File: config.mk
export PLATFORM = sky130hd
export DESIGN_NAME = truth_table_sweeper
export DESIGN_NICKNAME = d
export VERILOG_FILES = /design/src/rtl/truth_table_sweeper.sv
export SDC_FILE = /design/constraint.sdc
export NUM_CORES = 1
export LEC_CHECK = 0
export BUFFER_PORTS_ARGS = -buffer_cell sky130_fd_sc_hd__buf_2
export CORE_MARGIN = 5
export CORE_UTILIZATION = 55
export DETAILED_ROUTE_END_ITERATION = 8
export PLACE_DENSITY = 0.82
export SLEW_MARGIN = 20
export SYNTH_ARGS = -nofsm -noshare
export SYNTH_HDL_FRONTEND = slang
export SYNTH_SLANG_ARGS = --single-unit
File: constraint.sdc
create_clock -name clk -period 2.2 [get_ports clk]
set_input_delay 0.22 -clock clk [delete_from_list [all_inputs] [get_ports clk]]
set_output_delay 0.22 -clock clk [all_outputs]
set_load 0.01 [all_outputs]
File: src/rtl/truth_table_sweeper.sv
// truth_table_sweeper: steps a 3-input gate through all 8 vectors and checks the captured truth table.
module truth_table_sweeper #(
  parameter int SETTLE_CYCLES = 4
) (
  input  logic       clk,
  input  logic       rst,
  input  logic       start,
  input  logic       abort,
  input  logic [7:0] expected,
  output logic       in1,
  output logic       in2,
  output logic       in3,
  input  logic       obs,
  output logic       busy,
  output logic       done,
  output logic       pass,
  output logic [7:0] captured,
  output logic [7:0] mismatch
);
  typedef enum logic [1:0] {IDLE, SETTLE, SAMPLE, DONE} state_t;
  localparam logic [7:0] LP_SET = 8'(SETTLE_CYCLES);
  localparam state_t LP_RUN = (SETTLE_CYCLES == 0) ? SAMPLE : SETTLE;
  state_t r_state, w_next;
  logic [7:0] r_cnt, r_exp, r_cap, r_mm, w_cap;
  logic [2:0] r_idx;
  logic r_busy, r_done, r_pass;
  always_comb begin
    w_next = r_state;
    case (r_state)
      IDLE:   w_next = start ? LP_RUN : IDLE;
      SETTLE: w_next = abort ? IDLE : (r_cnt == 8'd1 ? SAMPLE : SETTLE);
      SAMPLE: w_next = abort ? IDLE : (r_idx == 3'd7 ? DONE : LP_RUN);
      DONE:   w_next = IDLE;
    endcase
  end
  // Vector k lands in bit 7-k so the table reads as the usual hex circuit ID.
  always_comb begin
    w_cap = r_cap;
    w_cap[3'd7 - r_idx] = obs;
  end
  always_ff @(posedge clk) begin
    if (rst) begin
      r_state <= IDLE;
      r_cnt   <= 8'd0;
      r_exp   <= 8'd0;
      r_cap   <= 8'd0;
      r_mm    <= 8'd0;
      r_idx   <= 3'd0;
      r_busy  <= 1'b0;
      r_done  <= 1'b0;
      r_pass  <= 1'b0;
    end else begin
      r_state <= w_next;
      r_done  <= 1'b0;
      case (r_state)
        IDLE: if (start) begin
          r_exp  <= expected;
          r_idx  <= 3'd0;
          r_cap  <= 8'd0;
          r_busy <= 1'b1;
          r_cnt  <= LP_SET;
        end
        SETTLE: if (abort) begin
          r_busy <= 1'b0;
          r_idx  <= 3'd0;
        end else r_cnt <= r_cnt - 8'd1;
        SAMPLE: if (abort) begin
          r_busy <= 1'b0;
          r_idx  <= 3'd0;
        end else begin
          r_cap <= w_cap;
          if (r_idx == 3'd7) begin
            r_busy <= 1'b0;
            r_done <= 1'b1;
            r_pass <= (w_cap == r_exp);
            r_mm   <= w_cap ^ r_exp;
            r_idx  <= 3'd0;
          end else begin
            r_idx <= r_idx + 3'd1;
            r_cnt <= LP_SET;
          end
        end
        default: ;
      endcase
    end
  end
  assign {in1, in2, in3} = r_idx;
  assign busy     = r_busy;
  assign done     = r_done;
  assign pass     = r_pass;
  assign captured = r_cap;
  assign mismatch = r_mm;
endmodule

==> results.md <==
- Status: finished, final reports clean
- Die width: approximately 70 um
- CP arrival: between 2000 and 2500 ps
- Register area share after synthesis: 40.7%
- Pwr per Cell Area: 738 nW/um2
- Detail-routed via count per cell: ~5.4
- Register bit total from synthesis: 40
- Xor/xnor share of the synthesized area: slightly above 6%
- Share of cells above drive strength 1: between 10% and 20%
- Cells after Synth: between 200 and 250
- DR iter-0 viols: 132
- Clock Tree Buf Depth: 2
- Vias in the first global route: roughly 1500
- Share of the synthesized area in the top cell type: approximately 40%
- Biggest area consumer among synthesized cells: dfxtp_1
- Routed wire length: 4310 um
- Via total after detailed routing: between 1500 and 2000
- Clock skew: 19.7 ps
- Clk pin slew, worst setup/hold paths: around 110 ps
- Routed WL per cell: approximately 13 um
- PortBufs: 34
- Crit path capture type: flop
- Multiplexer share of the synthesized area: under 10%
- Pre-CTS setup slack: ~230 ps
- Synth top cells by count: dfxtp_1, nand2_1, a21oi_1
- Post-synth EDFFs: 0
- Sinks on Clock Net: 40
- Yosys warns: 0
- RSZ-0062 raised after global routing: false
- Post-synthesis simple-gate area fraction: 27.0%
- Setup Fix Bufs, Post-CTS: 0
- Worst setup margin: approximately 190 ps
- Fin nets: slightly below 300
- CTS H-tree lvls: 2
- Initial antenna violation count: 0
- Min-Delay Path Class: input port to flop
- Worst EP required: between 2000 and 2500 ps
- Inst Count DP: between 300 and 400
- Post-synth cell types: 35
- Net count after synthesis: 262
- Post-DP HPWL: approximately 3100 um
- Post-cts gate resize count: 0
- Setup TNS: 0 ps
- Slew HR: ~57%
- Max Cap Violations: 0
- Post-synthesis compound-gate area fraction: 12.1%
- Leak Pwr: just under 1 nW
- Worst vdd ir: 0.797 mV
- Std cell rows: 21
- Crit path launch: r_state[0]$_SDFF_PP0_
- Largest net degree at the start of global routing: 36
- R2r startpoint: r_state[0]$_SDFF_PP0_
- Synthesis-to-layout area growth: 17.3%
- CP Capture Point: r_cnt[6]$_SDFFE_PP0P_
- Ys async rst share: 0%
- Final worst-path cycle share: about nine tenths
- Mapped Avg Cell Area: 8.24 um2
- Worst-Margin Slew: ~640 ps
- Crit path kind: flop to flop
- Fmax: between 0.4 and 0.5 GHz
- CTS tree: done
- Max FO, Critical Path: 12
- Wire length of the first global-routing pass: roughly 7100 um
- Die height: between 60 and 70 um
- Hold Violations, Final: 0
- Diodes inserted: 0
- CORE AREA: between 3000 and 4000 um2
- Final Util: approximately two thirds
- # IOs: 35
- Worst-Skew Late Latency: approximately 360 ps
- Residual DRC: 0
- Post-CTS Hold Buffers: 0
- GPL Wtd Cong: 0.770
- Fin cells: between 300 and 400
- Reg-to-Reg End: r_cnt[6]$_SDFFE_PP0P_
- Main combinational cell family by area after synthesis: simple AND/OR/NAND/NOR gates
- Drt pass-1 iters: 4
- Design Power: about 1.7 mW
- GRT Util Overall: 17.9%
- CTS buffer count: 5
- Cell area after synthesis: ~2000 um2
- Crit path launch type: flop
- Most common cell in the netlist: dfxtp_1
- Clock root buffer: clkbuf_4
- Post-DRT Antenna Nets: 0
- Final setup vio count: 0
- Total congestion overflow: 0
- Die ar.: 4880 um2
- R2r setup slk: 190 ps
- Final slew viol count: 0
- Synth Area in Adders: ~6.4%
- Main synth FF type: dfxtp_1
- Clock period minus worst slack: between 2000 and 2500 ps
- Top post-synthesis cells by area: dfxtp_1, nand2_1, a21oi_1
- Worst reg2reg path depth: 8
- Starting density of the core: between 50% and 60%
[where the power goes]
group	switching, mW	internal (mW)	total, mW
combinational	0.115	0.0937	0.209
sequential	0.0266	0.755	0.781
clock	0.247	0.468	0.715
total	0.388	1.32	1.70
[area by class of cell]
cell class                 count  area (um2)
tap                           46        57.6
multi-input combinational    182        1100
sequential                    40         801
timing repair buffer          39         208
clock inverter                 3        90.1
inverter                       5        18.8
clock buffer                   5        37.5
fill                         276        1080
[routing by layer]
metal | global-route usage, % | wire length, um | up-vias
li1 | - | - | 877
met1 | 24.3 | 2090 | 797
met2 | 26.3 | 1920 | 41
met3 | 4.78 | 253 | 6
met4 | 8.09 | 57 | 0
met5 | 0 | 0 | -
[worst max-delay path, cell delays in order (launching register included)]
cell and delay, ps:
dfxtp_1 390, inv_1 90, ha_1 340, nand2b_1 190
nand4b_1 130, buf_4 190, nor4b_1 340, xnor2_1 160
nor2_1 50
[registers in the layout (all words and copies together), names as in the netlist]
| name | cells |
|---|---|
| busy | 1 |
| r_cnt | 8 |
| done | 1 |
| r_idx | 3 |
| mismatch | 8 |
| captured | 8 |
| pass | 1 |
| r_state | 2 |
| r_exp | 8 |
[cells by family after synthesis]
group | count (synthesis)
simple gates | 106
xor+xnor | 14
fa+ha+maj | 10
buf+inv | 17
flops | 40
mux | 8
compound gates | 44
[cells in the final DEF (no fill, tap or decap), drive strengths merged]
| master | netlist | layout |
|---|---|---|
| nor2 | 25 | 25 |
| dfxtp | 40 | 40 |
| nor4b | 3 | 3 |
| a311oi | 1 | 1 |
| and4b | 1 | 1 |
| inv | 5 | 5 |
| clkbuf | 8 | 5 |
| a31o | 1 | 1 |
| and3b | 3 | 3 |
| a31oi | 2 | 2 |
| a211oi | 1 | 1 |
| xnor2 | 14 | 14 |
| nor4bb | 1 | 1 |
| bufinv | 0 | 3 |
| mux2i | 8 | 8 |
| nand3 | 8 | 8 |
| a21oi | 26 | 26 |
| nor3 | 7 | 7 |
| nor3b | 5 | 5 |
| or2 | 1 | 1 |
| nand2 | 35 | 35 |
| buf | 4 | 39 |
| o21bai | 1 | 1 |
| and3 | 2 | 2 |
| nor2b | 9 | 9 |
| o21ai | 11 | 11 |
| and2 | 1 | 1 |
| nand4b | 1 | 1 |
| nand2b | 2 | 2 |
| nor4 | 2 | 2 |
| a22oi | 1 | 1 |
| ha | 10 | 10 |
[worst min path at each step]
stage,from,to,slack (ps),depth (start not counted)
final,expected[1],r_exp[1]$_SDFFE_PP0P_,110,3
after floorplan,expected[0],r_exp[0]$_SDFFE_PP0P_,370,2
after detailed placement,mismatch[6]$_SDFFE_PP0P_,mismatch[6]$_SDFFE_PP0P_,450,2
after CTS,expected[1],r_exp[1]$_SDFFE_PP0P_,90,3
after global placement,mismatch[1]$_SDFFE_PP0P_,mismatch[1]$_SDFFE_PP0P_,440,2
after global routing,expected[4],r_exp[4]$_SDFFE_PP0P_,100,3
[stage by stage]
stage          area [um2]  hold slack, ps
6_report             2310             108
5_1_grt              2310            98.3
4_1_cts              2310            94.7
3_5_place_dp         2180             446
3_3_place_gp         2180             442
2_1_floorplan        1970             367
Note: power is estimated with default switching activity, not from simulation.
